### config.mk
export PLATFORM = sky130hd
export DESIGN_NAME = spi_slave_ctrl_flat
export DESIGN_NICKNAME = d
export VERILOG_FILES = /design/src/rtl/spi_slave_ctrl_if.sv /design/src/rtl/spi_slave_ctrl.sv /design/src/flat_wrapper.sv
export SDC_FILE = /design/constraint.sdc
export NUM_CORES = 1
export LEC_CHECK = 0
export ABC_AREA = 1
export ABC_CLOCK_PERIOD_IN_PS = 3700
export BUFFER_PORTS_ARGS = -buffer_cell sky130_fd_sc_hd__clkbuf_2
export CORE_AREA = 2 2 61 63
export CTS_BUF_LIST = sky130_fd_sc_hd__clkbuf_2
export DETAILED_ROUTE_END_ITERATION = 6
export DIE_AREA = 0 0 63 65
export PLACE_DENSITY_LB_ADDON = 0.25
export SLEW_MARGIN = 0
export SYNTH_ARGS = -nofsm -noshare
export SYNTH_HDL_FRONTEND = slang
export SYNTH_SLANG_ARGS = --single-unit
### constraint.sdc
create_clock -name clk -period 3.7 [get_ports clk]
set_input_delay 0.555 -clock clk [delete_from_list [all_inputs] [get_ports clk]]
set_output_delay 0.555 -clock clk [all_outputs]
set_load 0.01 [all_outputs]
### src/rtl/spi_slave_ctrl_if.sv
// Bus between the SPI slave front end and its neighbours: the SPI pins plus
// the rx/tx handshake toward the RAM block.
interface spi_slave_ctrl_if #(
  parameter int DATA_WIDTH = 8
);
  logic                  SS_n;
  logic                  MOSI;
  logic                  MISO;
  logic [DATA_WIDTH+1:0] rx_data;
  logic                  rx_valid;
  logic [DATA_WIDTH-1:0] tx_data;
  logic                  tx_valid;

  modport slave (
    input  SS_n, MOSI, tx_data, tx_valid,
    output MISO, rx_data, rx_valid
  );

  modport master (
    output SS_n, MOSI, tx_data, tx_valid,
    input  MISO, rx_data, rx_valid
  );
endinterface

### src/rtl/spi_slave_ctrl.sv
// SPI slave front end: deserialises command+data frames for the RAM and
// serialises the RAM's read byte back onto MISO, one bit per clk edge.
module spi_slave_ctrl #(
  parameter int DATA_WIDTH = 8
) (
  input  logic             clk,
  input  logic             rst,
  spi_slave_ctrl_if.slave  bus
);
  localparam int FRAME_W = DATA_WIDTH + 2;
  localparam int CNT_W   = $clog2(FRAME_W);
  localparam int TX_W    = $clog2(DATA_WIDTH);
  localparam logic [CNT_W-1:0] LAST_BIT = CNT_W'(FRAME_W - 1);

  typedef enum logic [2:0] {IDLE, CHK_CMD, WRITE, READ_ADD, READ_DATA} state_t;

  state_t                  state_reg, state_next;
  logic [CNT_W-1:0]        bit_cnt_reg, bit_cnt_next;
  logic [FRAME_W-2:0]      rx_shift_reg, rx_shift_next;
  logic [FRAME_W-1:0]      rx_data_reg, rx_data_next;
  logic                    rx_valid_reg, rx_valid_next;
  logic                    frame_done_reg, frame_done_next;
  logic                    rd_addr_flag_reg, rd_addr_flag_next;
  logic [DATA_WIDTH-1:0]   tx_shift_reg, tx_shift_next;
  logic [TX_W-1:0]         tx_cnt_reg, tx_cnt_next;
  logic                    tx_busy_reg, tx_busy_next;
  logic                    tx_done_reg, tx_done_next;
  logic                    miso_reg, miso_next;

  always_ff @(posedge clk or posedge rst) begin
    if (rst) begin
      state_reg        <= IDLE;
      bit_cnt_reg      <= '0;
      rx_shift_reg     <= '0;
      rx_data_reg      <= '0;
      rx_valid_reg     <= 1'b0;
      frame_done_reg   <= 1'b0;
      rd_addr_flag_reg <= 1'b0;
      tx_shift_reg     <= '0;
      tx_cnt_reg       <= '0;
      tx_busy_reg      <= 1'b0;
      tx_done_reg      <= 1'b0;
      miso_reg         <= 1'b0;
    end else begin
      state_reg        <= state_next;
      bit_cnt_reg      <= bit_cnt_next;
      rx_shift_reg     <= rx_shift_next;
      rx_data_reg      <= rx_data_next;
      rx_valid_reg     <= rx_valid_next;
      frame_done_reg   <= frame_done_next;
      rd_addr_flag_reg <= rd_addr_flag_next;
      tx_shift_reg     <= tx_shift_next;
      tx_cnt_reg       <= tx_cnt_next;
      tx_busy_reg      <= tx_busy_next;
      tx_done_reg      <= tx_done_next;
      miso_reg         <= miso_next;
    end
  end

  always_comb begin
    state_next        = state_reg;
    bit_cnt_next      = bit_cnt_reg;
    rx_shift_next     = rx_shift_reg;
    rx_data_next      = rx_data_reg;
    rx_valid_next     = 1'b0;
    frame_done_next   = frame_done_reg;
    rd_addr_flag_next = rd_addr_flag_reg;
    tx_shift_next     = tx_shift_reg;
    tx_cnt_next       = tx_cnt_reg;
    tx_busy_next      = tx_busy_reg;
    tx_done_next      = tx_done_reg;
    miso_next         = miso_reg;

    case (state_reg)
      IDLE: begin
        if (!bus.SS_n) state_next = CHK_CMD;
      end

      CHK_CMD: begin
        if (bus.SS_n) begin
          state_next = IDLE;
        end else begin
          rx_shift_next = {rx_shift_reg[FRAME_W-3:0], bus.MOSI};
          bit_cnt_next  = CNT_W'(1);
          if (!bus.MOSI)             state_next = WRITE;
          else if (rd_addr_flag_reg) state_next = READ_DATA;
          else                       state_next = READ_ADD;
        end
      end

      default: begin
        if (bus.SS_n) begin
          // Abort: drop the partial frame and any readback; flag is kept.
          state_next      = IDLE;
          bit_cnt_next    = '0;
          rx_shift_next   = '0;
          frame_done_next = 1'b0;
          tx_shift_next   = '0;
          tx_cnt_next     = '0;
          tx_busy_next    = 1'b0;
          tx_done_next    = 1'b0;
          miso_next       = 1'b0;
        end else if (!frame_done_reg) begin
          rx_shift_next = {rx_shift_reg[FRAME_W-3:0], bus.MOSI};
          if (bit_cnt_reg == LAST_BIT) begin
            rx_data_next    = {rx_shift_reg, bus.MOSI};
            rx_valid_next   = 1'b1;
            frame_done_next = 1'b1;
            bit_cnt_next    = '0;
            if (state_reg == READ_ADD)  rd_addr_flag_next = 1'b1;
            if (state_reg == READ_DATA) rd_addr_flag_next = 1'b0;
          end else begin
            bit_cnt_next = bit_cnt_reg + 1'b1;
          end
        end else if (state_reg == READ_DATA && !tx_done_reg) begin
          if (tx_busy_reg) begin
            // tx_cnt counts bits still queued behind the one on MISO.
            if (tx_cnt_reg != '0) begin
              miso_next     = tx_shift_reg[DATA_WIDTH-1];
              tx_shift_next = {tx_shift_reg[DATA_WIDTH-2:0], 1'b0};
              tx_cnt_next   = tx_cnt_reg - 1'b1;
            end else begin
              miso_next    = 1'b0;
              tx_busy_next = 1'b0;
              tx_done_next = 1'b1;
            end
          end else if (bus.tx_valid) begin
            miso_next     = bus.tx_data[DATA_WIDTH-1];
            tx_shift_next = {bus.tx_data[DATA_WIDTH-2:0], 1'b0};
            tx_cnt_next   = TX_W'(DATA_WIDTH - 1);
            tx_busy_next  = 1'b1;
          end
        end
      end
    endcase
  end

  assign bus.MISO     = miso_reg;
  assign bus.rx_data  = rx_data_reg;
  assign bus.rx_valid = rx_valid_reg;
endmodule

### src/flat_wrapper.sv
// flat-port wrapper written by rule: the top's interface ports become plain ports
module spi_slave_ctrl_flat 
#(
  parameter int DATA_WIDTH = 8
)
  (clk, rst, bus_SS_n, bus_MOSI, bus_tx_data, bus_tx_valid, bus_MISO, bus_rx_data, bus_rx_valid);
  spi_slave_ctrl_if #(.DATA_WIDTH(DATA_WIDTH)) bus_i ();
  input  logic clk;
  input  logic rst;
  input wire logic [$bits(bus_i.SS_n)-1:0] bus_SS_n;
  input wire logic [$bits(bus_i.MOSI)-1:0] bus_MOSI;
  input wire logic [$bits(bus_i.tx_data)-1:0] bus_tx_data;
  input wire logic [$bits(bus_i.tx_valid)-1:0] bus_tx_valid;
  output wire logic [$bits(bus_i.MISO)-1:0] bus_MISO;
  output wire logic [$bits(bus_i.rx_data)-1:0] bus_rx_data;
  output wire logic [$bits(bus_i.rx_valid)-1:0] bus_rx_valid;
  assign bus_i.SS_n = bus_SS_n;
  assign bus_i.MOSI = bus_MOSI;
  assign bus_i.tx_data = bus_tx_data;
  assign bus_i.tx_valid = bus_tx_valid;
  assign bus_MISO = bus_i.MISO;
  assign bus_rx_data = bus_i.rx_data;
  assign bus_rx_valid = bus_i.rx_valid;
  spi_slave_ctrl #(.DATA_WIDTH(DATA_WIDTH)) u_core (.clk(clk), .rst(rst), .bus(bus_i));
endmodule
# ---- After elaboration in Yosys (flattened, before gate mapping)
# Index checks and enable logic that the tools add are counted.
dict set report word_totals {
  out_inout_bits 12
  reg_bits 43
}
dict set report op_classes {
  bitwise 4
  eq_ne 9
  reduce_logical 19
  mux 52
  addsub 2
}
# op n
set op_table {}
lappend op_table {{two-way mux 8 bit} 6}
lappend op_table {{two-way mux 3 bit} 11}
lappend op_table {{two-way mux 9 bit} 3}
lappend op_table {{two-way mux 1 bit} 25}
lappend op_table {{case mux 9 bit (2 select lines)} 1}
lappend op_table {{two-way mux 4 bit} 4}
lappend op_table {{AND reduction 5 bit} 3}
lappend op_table {{nonzero test 3 bit} 3}
lappend op_table {{case mux 4 bit (2 select lines)} 1}
lappend op_table {{AND reduction 4 bit} 2}
lappend op_table {{nonzero test 2 bit} 4}
lappend op_table {{inequality test 2 bit, second input constant} 3}
lappend op_table {{inequality test 3 bit, second input constant} 2}
lappend op_table {{case mux 3 bit (2 select lines)} 1}
lappend op_table {{AND reduction 3 bit} 2}
lappend op_table {{adder 4 x 1 -> 4 bit, second input constant} 1}
lappend op_table {{equality test 4 bit, second input constant} 1}
lappend op_table {{NOT 1 bit} 4}
lappend op_table {{equality test 3 x 1 -> 1 bit, second input constant} 1}
lappend op_table {{equality test 3 x 2 -> 1 bit, second input constant} 1}
lappend op_table {{equality test 3 bit, second input constant} 1}
lappend op_table {{logical NOT 3 bit} 1}
lappend op_table {{subtractor 3 x 1 -> 3 bit, second input constant} 1}
lappend op_table {{AND reduction 2 bit} 1}
lappend op_table {{other kinds (3)} 3}

# ---- Longest topological paths before layout
# Gate-level depths: netlist of run 1.
dict set report depth {
  ltp_word 6
  depth_mapped 9
}

# ---- Least setup slack after synthesis of run 1
# Ideal clock, no wire load.
dict set report synth_timing {
  kind {input port to flip-flop}
  startpoint {input port bus_SS_n}
  endpoint {register u_core.rx_data_reg[0] (netlist: u_core.bus.rx_data[0])}
  setup_time_ns 0.123
  arrival_time_ns 1.301
  setup_slack_ns 2.276
  stages 6
  t_required_ns 3.577
  cell_sequence {buf_2 > inv_2 > nand3_1 > clkbuf_2 > o21ai_0 > nand2_1}
}
dict set report synth_between {
  elab_chain_len 2
}
# item line
set synth_lines {}
lappend synth_lines {{start: declaration} flat_wrapper.sv:10} ;# input wire logic [$bits(bus_i.SS_n)-1:0] bus_SS_n;
lappend synth_lines {{NOT 1 bit (no line)} n/a}
lappend synth_lines {{AND reduction 4 bit (no line)} n/a}
lappend synth_lines {{end signal: assignment} spi_slave_ctrl.sv:48} ;# rx_data_reg <= rx_data_next;
lappend synth_lines {{end: declaration} spi_slave_ctrl.sv:20} ;# logic [FRAME_W-1:0] rx_data_reg, rx_data_next;
# No other way between the ends.
# A chain may end at the register's enable or synchronous reset.

# ---- Final worst setup path of run 1
dict set report layout_timing {
  startpoint {register u_core.bit_cnt_reg[0]}
  endpoint {register u_core.rx_data_reg[5] (netlist: u_core.bus.rx_data[5])}
}
dict set report layout_between {
  elab_chain_len 2
}
# item line
set layout_lines {}
lappend layout_lines {{start: declaration} spi_slave_ctrl.sv:18} ;# logic [CNT_W-1:0] bit_cnt_reg, bit_cnt_next;
lappend layout_lines {{start signal: assignment} spi_slave_ctrl.sv:46} ;# bit_cnt_reg <= bit_cnt_next;
lappend layout_lines {{equality test 4 bit} spi_slave_ctrl.sv:105} ;# if (bit_cnt_reg == LAST_BIT) begin
lappend layout_lines {{AND reduction 4 bit (no line)} n/a}
# No other way between the ends.

==> summary.txt, run 1 <==
worst-margin pin slew: 0.512 ns
setup_tns: 0 ns
Rel. slew slack: 65.9%
routability cong.: 0.951
multi-input logic area: 901 sq um
drt total wl: 3.85 mm
Main synth FF type: dfrtp_1
Via density: 5.05
Crit Path Max Fanout: 12
Yosys cell types: 29
wire per inst: 11.7 um
GRT Resource Usage Total: 21.3%
total area of sequential cells: 0.00105 sq mm
Post-Syn Area: 0.00209 sq mm
status: finished clean
CTS sink cnt: 42
final non-filler cell total: 328
Die Span X: 63 um
synthesized instance count: 256
layout cells sized above 1: 17.5%
# DRC: 0
CP Capture Type: register
die area: 0.00410 sq mm
MaxCap Viol Count: 0
post-synthesis async set-or-reset flop share: 100%
Layout area overhead: 8.15%
Ports: 25
largest net degree at the start of global routing: 43
First-pass DRT Iterations: 4
setup repair bufs after CTS: 0
RR Endpoint: u_core.bus.rx_data[5]
die height: 65 um
first-pass GRT wire length: 6.80 mm
Mapped Nets: 273
number of I/O port buffers: 24
Largest register FFs: 10
Hold Path Class: in -> async
antenna violations before repair: 0
insertion delay to the later sink of the worst-skew pair: 0.42 ns
Worst EP arrival: 2.22 ns
power density cells: 503 mW/mm^2
GR Overflow Total: 0
vias in the first global route: 1598
setup violators final: 0
Startpoint Class: register
Antenna Nets Post-Route: 0
Final nets: 296
hold_buf cts: 0
register area share after synthesis: 50.3%
number of enable flip-flop cells after synthesis: 0
Clock Skew: 0.0149 ns
RSZ-0062 raised after global routing: false
clock slew at reported path FFs: 0.23 ns
Num CTS Buffers: 5
cell row count: 22
initial DRC count: 134
core area: 0.00350 sq mm
most frequent cells in the layout: nand2_1, dfrtp_1, clkbuf_2, o21ai_0, inv_1
WS Path Type: reg -> reg
CTS tree: yes
critical register-to-register path startpoint: u_core.bit_cnt_reg[0]
Fin. Hold Viols: 0
post-cts resize count: 0
Yosys Warn Count: 0
Antenna Cells: 0
hpwl dp: 2.71 mm
reg2reg path depth: 7
clock root buffer: clkbuf_2
syn avg cell area: 8.16 sq um
Max Clock Freq: 0.543 GHz
Starting Density: 59.7%
H-tree depth: 2
Reg2Reg Setup Slack: 1.86 ns
Layout fillers: 331
most common cell after layout, fill and taps aside: nand2_1
worst vdd ir: 0.000342 V
Leak: 0.00120 uW
Final period util: 49.8%
min Tclk post-route: 1.84 ns
Final Max Tran Viols: 0
Vias: 1655
Crit path required time: 4.08 ns
Cells after DPL: 320
#FFs+latches synth: 42
CTS Buffer Depth: 2
## routing by layer
layer	GRT usage [%]	vias to the layer above	routed length [um]
met2	33.5	38	1740
met3	5.03	10	173
met5	0	-	0
met4	10.8	0	100
met1	27.7	748	1840
li1	-	859	-
## cell usage after synthesis (2+ instances only)
library cell	instances	share of area [%]
a21oi_1	6	1.4
buf_2	2	0.48
buf_4	2	0.72
buf_6	3	1.6
dfrtp_1	42	50
ha_1	4	2.4
inv_1	15	2.7
inv_2	2	0.36
nand2_1	110	20
nand2_2	2	0.60
nand3_1	11	2.6
nand4_1	5	1.5
nor2_1	7	1.3
nor2_2	3	0.90
nor2_4	4	2.2
nor3_1	2	0.48
o21ai_0	24	5.8
## cell type report
class / instances / area share (%)
clock inverters: 3 / 1.11
repair buffers: 25 / 5.65
multi-input cells: 187 / 39.9
well taps: 48 / 2.66
clock buffers: 5 / 1.11
inverters: 18 / 3.05
flip-flops and latches: 42 / 46.5
## worst max-delay path: stages, from the launching register on
cell and delay (ns):
dfrtp_1 0.51, ha_1 0.18, nand2_1 0.08, nor2_4 0.17, nand3_1 0.35, nor2_4 0.35, nand2_1 0.10, nand2_1 0.08
## cells by family after synthesis
family | Yosys count | share of synthesized area, %
adder cells (fa/ha/maj) | 4 | 2.40
buffers and inverters | 27 | 6.53
AND/OR/NAND/NOR | 148 | 31.8
AO/OA/AOI/OAI | 34 | 8.57
XOR/XNOR | 1 | 0.419
flip-flops | 42 | 50.3
## report_power, final
group | switching [uW] | internal (uW) | total (uW) | leakage, uW
logic | 230 | 103 | 333 | 0.000602
clock network | 163 | 50.2 | 213 | 0.0000296
registers | 66.7 | 523 | 590 | 0.000572
total | 460 | 676 | 1140 | 0.00120
## through the flow
| stage | hold WS [ns] | util [%] | cell area [sq um] | total power [uW] | setup slack [ns] |
|---|---|---|---|---|---|
| finish | 0.195 | 64.6 | 2260 | 1140 | 1.86 |
| floorplan | 0.449 | - | 2090 | 888 | 2.17 |
| global placement | 0.463 | 63.2 | 2210 | 929 | 1.89 |
| CTS | 0.193 | 64.6 | 2260 | 1140 | 1.85 |
| detailed placement | 0.466 | 63.2 | 2210 | 930 | 1.79 |
| global route | 0.178 | 64.6 | 2260 | 1230 | 1.65 |
## how the worst max path moves through the flow
stage,end,startpoint,slack [ns]
after global routing,u_core.bus.rx_data[0],u_core.bit_cnt_reg[1],1.65
after CTS,u_core.bus.rx_data[5],u_core.bit_cnt_reg[1],1.85
after floorplan,u_core.bit_cnt_reg[0],rst,2.17
after detailed placement,u_core.bus.rx_data[5],bus_SS_n,1.79
final,u_core.bus.rx_data[5],u_core.bit_cnt_reg[0],1.86
after global placement,u_core.bus.rx_data[4],bus_SS_n,1.89
No activity file was read; power rests on OpenSTA's default activity.
==> inputs of run 2 (changes only) <==
- ABC_CLOCK_PERIOD_IN_PS: 3700 -> 1550
- CORE_AREA: 2 2 61 63 -> 2 2 66 68
- DIE_AREA: 0 0 63 65 -> 0 0 68 70
- clock period: 3.7 -> 1.55 ns (I/O delays scaled with it)
==> summary.txt, run 2 (same netlist as run 1, synthesis figures left out) <==
status: finished clean
CP Capture Type: register
worst vdd ir: 0.000543 V (+59%)
Num CTS Buffers: 5 (unchanged)
min Tclk post-route: 1.50 ns (-0.343 ns)
H-tree depth: 2 (unchanged)
Worst EP arrival: 1.89 ns (-0.33 ns)
hpwl dp: 2.82 mm (+4.1%)
Final period util: 96.6% (+47 points)
Crit Path Max Fanout: 6 (-6)
critical register-to-register path startpoint: u_core.bit_cnt_reg[1]
CP Buf/Inv Count: 3 (+3)
Internal: 1760 uW (+160%)
Logic pwr share: 34.5% (+5.2 points)
power density cells: 1180 mW/mm^2 (+140%)
most frequent cells in the layout: nand2_1, dfrtp_1, clkbuf_2, o21ai_0, inv_1
Starting Density: 50.4% (-9.3 points)
Fin. Hold Viols: 0 (unchanged)
Seq pwr share: 48.0% (-3.9 points)
clock root buffer: clkbuf_2
CTS Buffer Depth: 2 (unchanged)
Fin Hold WS: 0.0696 ns (-0.125 ns)
Layout area overhead: 18.2%
antenna violations before repair: 0 (unchanged)
Ports: 25 (unchanged)
GRT Resource Usage Total: 19.0% (-2.3 points)
min-delay src: bus_MOSI
wire per inst: 12.2 um (+3.8%)
# DRC: 0 (unchanged)
Clock Skew: 0.0265 ns (+0.0116 ns)
Crit path max-delay family: simple AND/OR/NAND/NOR gates
Final Max Tran Viols: 0 (unchanged)
First-pass DRT Iterations: 4 (unchanged)
Rel. slew slack: 65.5% (-0.38 points)
critical-path cell list: inv_2, ha_4, nand2_2, nor2_4, nand3_2, buf_6, nor2_4, buf_12, nand2_1, nand2_1
number of I/O port buffers: 24 (unchanged)
setup violators final: 0 (unchanged)
Tot Pwr: 2920 uW (+160%)
routability cong.: 0.779 (-18%)
drt total wl: 4.27 mm (+11%)
first-pass GRT wire length: 6.95 mm (+2.2%)
CTS sink cnt: 42 (unchanged)
grt met3 use: 4.83% (-0.20 points)
Vias: 1742 (+5.3%)
Setup crit start: u_core.bit_cnt_reg[1]
setup_tns: 0 ns (unchanged)
largest net degree at the start of global routing: 43 (unchanged)
GR Overflow Total: 0 (unchanged)
most common cell after layout, fill and taps aside: nand2_1
layout cells sized above 1: 24.2% (+6.7 points)
Crit path largest cell delay: 0.46 ns (-0.05 ns)
Startpoint Class: register
GR peak layer: met2
Antenna Nets Post-Route: 0 (unchanged)
insertion delay to the later sink of the worst-skew pair: 0.42 ns (about the same)
Leak: 0.00129 uW (+7.6%)
die area: 0.00476 sq mm (+16%)
WS Path Type: reg -> reg
Antenna Cells: 0 (unchanged)
core area: 0.00414 sq mm (+19%)
CTS tree: yes
final non-filler cell total: 350 (+6.7%)
Sw Share: 39.7% (-0.80 points)
met1 usage: 24.8% (-3.0 points)
Psw: 1160 uW (+150%)
Cells after DPL: 333 (+4.1%)
Max Clock Freq: 0.668 GHz (+23%)
cell row count: 24 (+9.1%)
met2 global-route usage: 31.0% (-2.6 points)
Via density: 4.98 (-1.4%)
clock slew at reported path FFs: 0.24 ns (about the same)
clock group share of total power: 17.5% (-1.3 points)
Die Span X: 68 um (+7.9%)
Final nets: 314 (+6.1%)
MaxCap Viol Count: 0 (unchanged)
Crit path required time: 1.94 ns (-2.14 ns)
slowest cell on the critical path: dfrtp_1
worst-margin pin slew: 0.518 ns (+0.00577 ns)
Largest register FFs: 10 (unchanged)
Hold Path Class: in -> reg
die height: 70 um (+7.7%)
vias in the first global route: 1549 (-3.1%)
initial DRC count: 106 (-21%)
run 2: worst reg2reg max path, stage by stage, from the launching register on:
cell     delay [ns]
dfrtp_1        0.46
inv_2          0.09
ha_4           0.13
nand2_2        0.06
nor2_4         0.12
nand3_2        0.09
buf_6          0.14
nor2_4         0.15
buf_12         0.13
nand2_1        0.05
nand2_1        0.07
run 2: final cells by class:
cell class	instances	area, sq um
timing repair inverter	1	7.51
sequential	42	1050
clock inverter	3	23.8
inverter	18	70.1
fill	391	1680
clock buffer	5	25.0
multi-input combinational	188	945
tap	52	65.1
timing repair buffer	41	280
run 2: power groups by stage:
stage                     sequential [uW]  clock, uW  combinational, uW
after floorplan                      1400          0                724
after global placement               1420          0                954
after detailed placement             1410          0                962
after CTS                            1390        530                972
after global routing                 1430        569               1140
final                                1400        511               1010
run 2: metrics by stage:
step / setup WS (ns) / instance area [sq um] / utilization (%)
after floorplan: 0.131 / 2090 / -
after global placement: 0.128 / 2290 / 55.3
after detailed placement: 0.0436 / 2290 / 55.3
after CTS: 0.0357 / 2350 / 56.8
after global routing: -0.0352 / 2470 / 59.5
final: 0.0522 / 2470 / 59.5
run 2: final timing paths:
| kind | endpoint | slack [ns] | cells past startpoint |
|---|---|---|---|
| hold reg to reg | u_core.bus.MISO | 0.51 | 2 |
| max in group asynchronous | u_core.state_reg[1] | 0.75 | 4 |
| hold / removal | u_core.bus.rx_data[0] | 0.07 | 3 |
| setup / recovery | u_core.bus.rx_data[2] | 0.05 | 10 |
| min in group asynchronous | u_core.tx_cnt_reg[0] | 0.42 | 4 |
| setup reg to reg | u_core.bus.rx_data[2] | 0.05 | 10 |
run 2: layer usage:
layer  share of wire, %  up-vias
met5                  0        -
met4                1.1        0
met1                 46      794
li1                   -      907
met2                 49       37
met3                3.9        4
run 2: timing repair:
item | CTS | global route
hold buffers | 1 | 0
hold endpoints to repair | 42 | 0
resized for setup | 0 | 14
setup buffers | 0 | 5
setup endpoints to repair | 0 | 20
==> inputs of run 3 (changes only) <==
- ABC_AREA: 1 -> 0
- CORE_AREA: 2 2 66 68 -> 2 2 64 66
- DIE_AREA: 0 0 68 70 -> 0 0 66 68
==> summary.txt, run 3 <==
Rel. slew slack: 61.5% (-4.0 points)
routability cong.: 0.857 (+10%)
Mapped Nets: 189 (-31%)
#FFs+latches synth: 42 (unchanged)
post-synthesis async set-or-reset flop share: 100% (unchanged)
Max Clock Freq: 0.558 GHz (-16%)
vias in the first global route: 1637 (+5.7%)
most common cell after layout, fill and taps aside: dfrtp_1
die area: 0.00449 sq mm (-5.7%)
cell row count: 23 (-4.2%)
Leak: 0.00132 uW (+2.4%)
Post-synth top cells: dfrtp_1, nor2_1
largest net degree at the start of global routing: 43 (unchanged)
hpwl dp: 2.91 mm (+3.4%)
die height: 68 um (-2.9%)
Yosys Warn Count: 0 (unchanged)
power density cells: 1070 mW/mm^2 (-9.4%)
slowest cell on the critical path: or4_4
clock root buffer: clkbuf_2
number of enable flip-flop cells after synthesis: 0 (unchanged)
Crit path largest cell delay: 0.59 ns (+0.13 ns)
Main synth FF type: dfrtp_1
RSZ-0062 raised after global routing: true
Ports: 25 (unchanged)
Worst EP arrival: 2.15 ns (+0.26 ns)
CP Buf/Inv Count: 0 (-3)
CP Capture Type: register
critical-path cell list: or4b_4, or4_4, o2bb2ai_1
worst vdd ir: 0.000565 V (+3.9%)
Synth Area in Compound Gates: 15.3% (+6.7 points)
Layout area overhead: 37.4%
Die Span X: 66 um (-2.9%)
pre-CTS setup slack: -0.211 ns (-0.254 ns)
CTS tree: yes
core area: 0.00386 sq mm (-6.9%)
Startpoint Class: register
antenna violations before repair: 0 (unchanged)
multiplexer share of the synthesized area: 8.91% (+8.9 points)
GRT Resource Usage Total: 21.0% (+2.0 points)
initial DRC count: 94 (-11%)
Final period util: 116% (+19 points)
layout cells sized above 1: 45.6% (+21 points)
met3 WL: 170 um (+3.0%)
Final Max Tran Viols: 0 (unchanged)
XOR/XNOR share of the synthesized area: 0% (-0.42 points)
WS Path Type: reg -> reg
synthesized instance count: 172 (-33%)
setup violators final: 33 (+33)
# DRC: 0 (unchanged)
Yosys cell types: 40 (+38%)
Antenna Nets Post-Route: 0 (unchanged)
Simple-Gate Fraction of Synth Area: 14.5% (-17 points)
synth top area cells: dfrtp_1, mux2_2, a22o_1
Crit Path Max Fanout: 7 (+1)
First-pass DRT Iterations: 4 (unchanged)
H-tree depth: 2 (unchanged)
Fin. Hold Viols: 0 (unchanged)
largest family of logic cells by synthesized area: compound AO/OA/AOI/OAI gates
Clock Skew: 0.00929 ns (-0.0172 ns)
CTS sink cnt: 42 (unchanged)
count leader, synth: dfrtp_1
worst-margin pin slew: 0.571 ns (+0.0535 ns)
Via density: 5.58 (+12%)
max layer used: met4
Largest register FFs: 10 (unchanged)
Vias: 1623 (-6.8%)
Crit path max-delay family: simple AND/OR/NAND/NOR gates
Logic pwr share: 30.2% (-4.3 points)
min Tclk post-route: 1.79 ns (+0.296 ns)
Internal: 1960 uW (+11%)
GR Overflow Total: 0 (unchanged)
wire per inst: 15.7 um (+29%)
CTS Buffer Depth: 2 (unchanged)
Post-Syn Area: 0.00194 sq mm (-7.2%)
clock group share of total power: 22.5% (+5.0 points)
failing checks: negative setup slack
first-pass GRT wire length: 7.18 mm (+3.3%)
Layout fillers: 300 (-23%)
MaxCap Viol Count: 0 (unchanged)
clock slew at reported path FFs: 0.21 ns (-0.03 ns)
Adder-Cell Fraction of Synth Area: 2.58% (+0.19 points)
top-area cell type share of the netlist area: 54.2% (+3.9 points)
status: finished with violations
met2 wire len: 2.49 mm (+19%)
insertion delay to the later sink of the worst-skew pair: 0.40 ns (-0.02 ns)
Antenna Cells: 0 (unchanged)
Seq pwr share: 47.3% (-0.7 points)
Fin Hold WS: 0.0838 ns (+0.0142 ns)
wl on met1: 1.86 mm (-5.2%)
most frequent cells in the layout: dfrtp_1, buf_4, clkbuf_2, buf_6
Starting Density: 50.3% (-0.13 points)
register area share after synthesis: 54.2% (+3.9 points)
Num CTS Buffers: 5 (unchanged)
Hold Path Class: in -> reg
Final nets: 257 (-18%)
drt total wl: 4.56 mm (+6.9%)
Sw Share: 31.3% (-8.4 points)
syn avg cell area: 11.3 sq um (+38%)
Synth area leader: dfrtp_1
worst setup margin: -0.244 ns (-0.296 ns)
number of I/O port buffers: 24 (unchanged)
Crit path required time: 1.90 ns (-0.04 ns)
total area of sequential cells: 0.00105 sq mm (unchanged)
multi-input logic area: 935 sq um (-1.1%)
Psw: 894 uW (-23%)
-- run 3: cell families (layout without fill, tap and decap cells) --
logic type      after synthesis  in the layout
simple gates                 50             50
flops                        42             42
compound gates               41             41
buf+inv                      19             88
mux                          16             16
fa+ha+maj                     4              4
-- run 3: final cells by class --
| cell class | count | area share (%) |
|---|---|---|
| repair buffers | 70 | 19.1 |
| flip-flops and latches | 42 | 39.5 |
| multi-input cells | 111 | 35.1 |
| clock buffers | 6 | 1.13 |
| well taps | 50 | 2.35 |
| clock inverters | 2 | 1.41 |
| inverters | 10 | 1.41 |
-- run 3: power groups by stage --
stage	clock network, uW	logic [uW]	registers, uW
floorplan	0	394	1340
global placement	0	617	1340
detailed placement	0	656	1350
CTS	654	709	1340
global route	691	952	1370
finish	641	863	1350
-- run 3: routing by layer --
metal	vias to the layer above	track usage, %
met4	0	7.65
met3	6	5.59
met5	-	0
met2	42	39.0
met1	816	23.2
li1	759	-
-- run 3: per-stage QoR --
stage	utilization, %	TNS [ns]	cells	total power (uW)	cell area, sq um
2_1_floorplan	-	-2.67	172	1730	1950
3_3_place_gp	59.0	-1.92	263	1960	2270
3_5_place_dp	59.0	-2.98	263	2010	2270
4_1_cts	63.5	-3.05	281	2700	2450
5_1_grt	69.0	-6.18	291	3010	2660
6_report	69.0	-3.79	291	2860	2660
-- run 3: path summary, 6_finish.rpt --
| kind | depth (start not counted) | start | slack, ns | to |
|---|---|---|---|---|
| max | 3 | u_core.state_reg[2] | -0.24 | u_core.tx_shift_reg[5] |
| min | 3 | bus_tx_data[5] | 0.08 | u_core.tx_shift_reg[6] |
| max reg2reg | 3 | u_core.state_reg[2] | -0.24 | u_core.tx_shift_reg[5] |
| min reg2reg | 1 | u_core.tx_shift_reg[6] | 0.53 | u_core.tx_shift_reg[6] |
| max in group asynchronous | 4 | rst | 0.73 | u_core.bit_cnt_reg[1] |
| min in group asynchronous | 4 | rst | 0.46 | u_core.tx_shift_reg[5] |
-- run 3: repair_timing --
item / CTS / global route
endpoints found under the setup margin: 34 / 35
hold endpoints to repair: 42 / 1
cloned: 2 / 1
resized for setup: 11 / 34
setup buffers: 7 / 10
hold buffers: 1 / 1
pin swaps: 7 / 15
-- run 3: worst reg2reg max path, delay by kind of cell (launching register included) --
family | cells | cell delay [ns]
AOI/OAI and AO/OA | 1 | 0.17
DFF | 1 | 0.47
and+or+nand+nor | 2 | 1.10
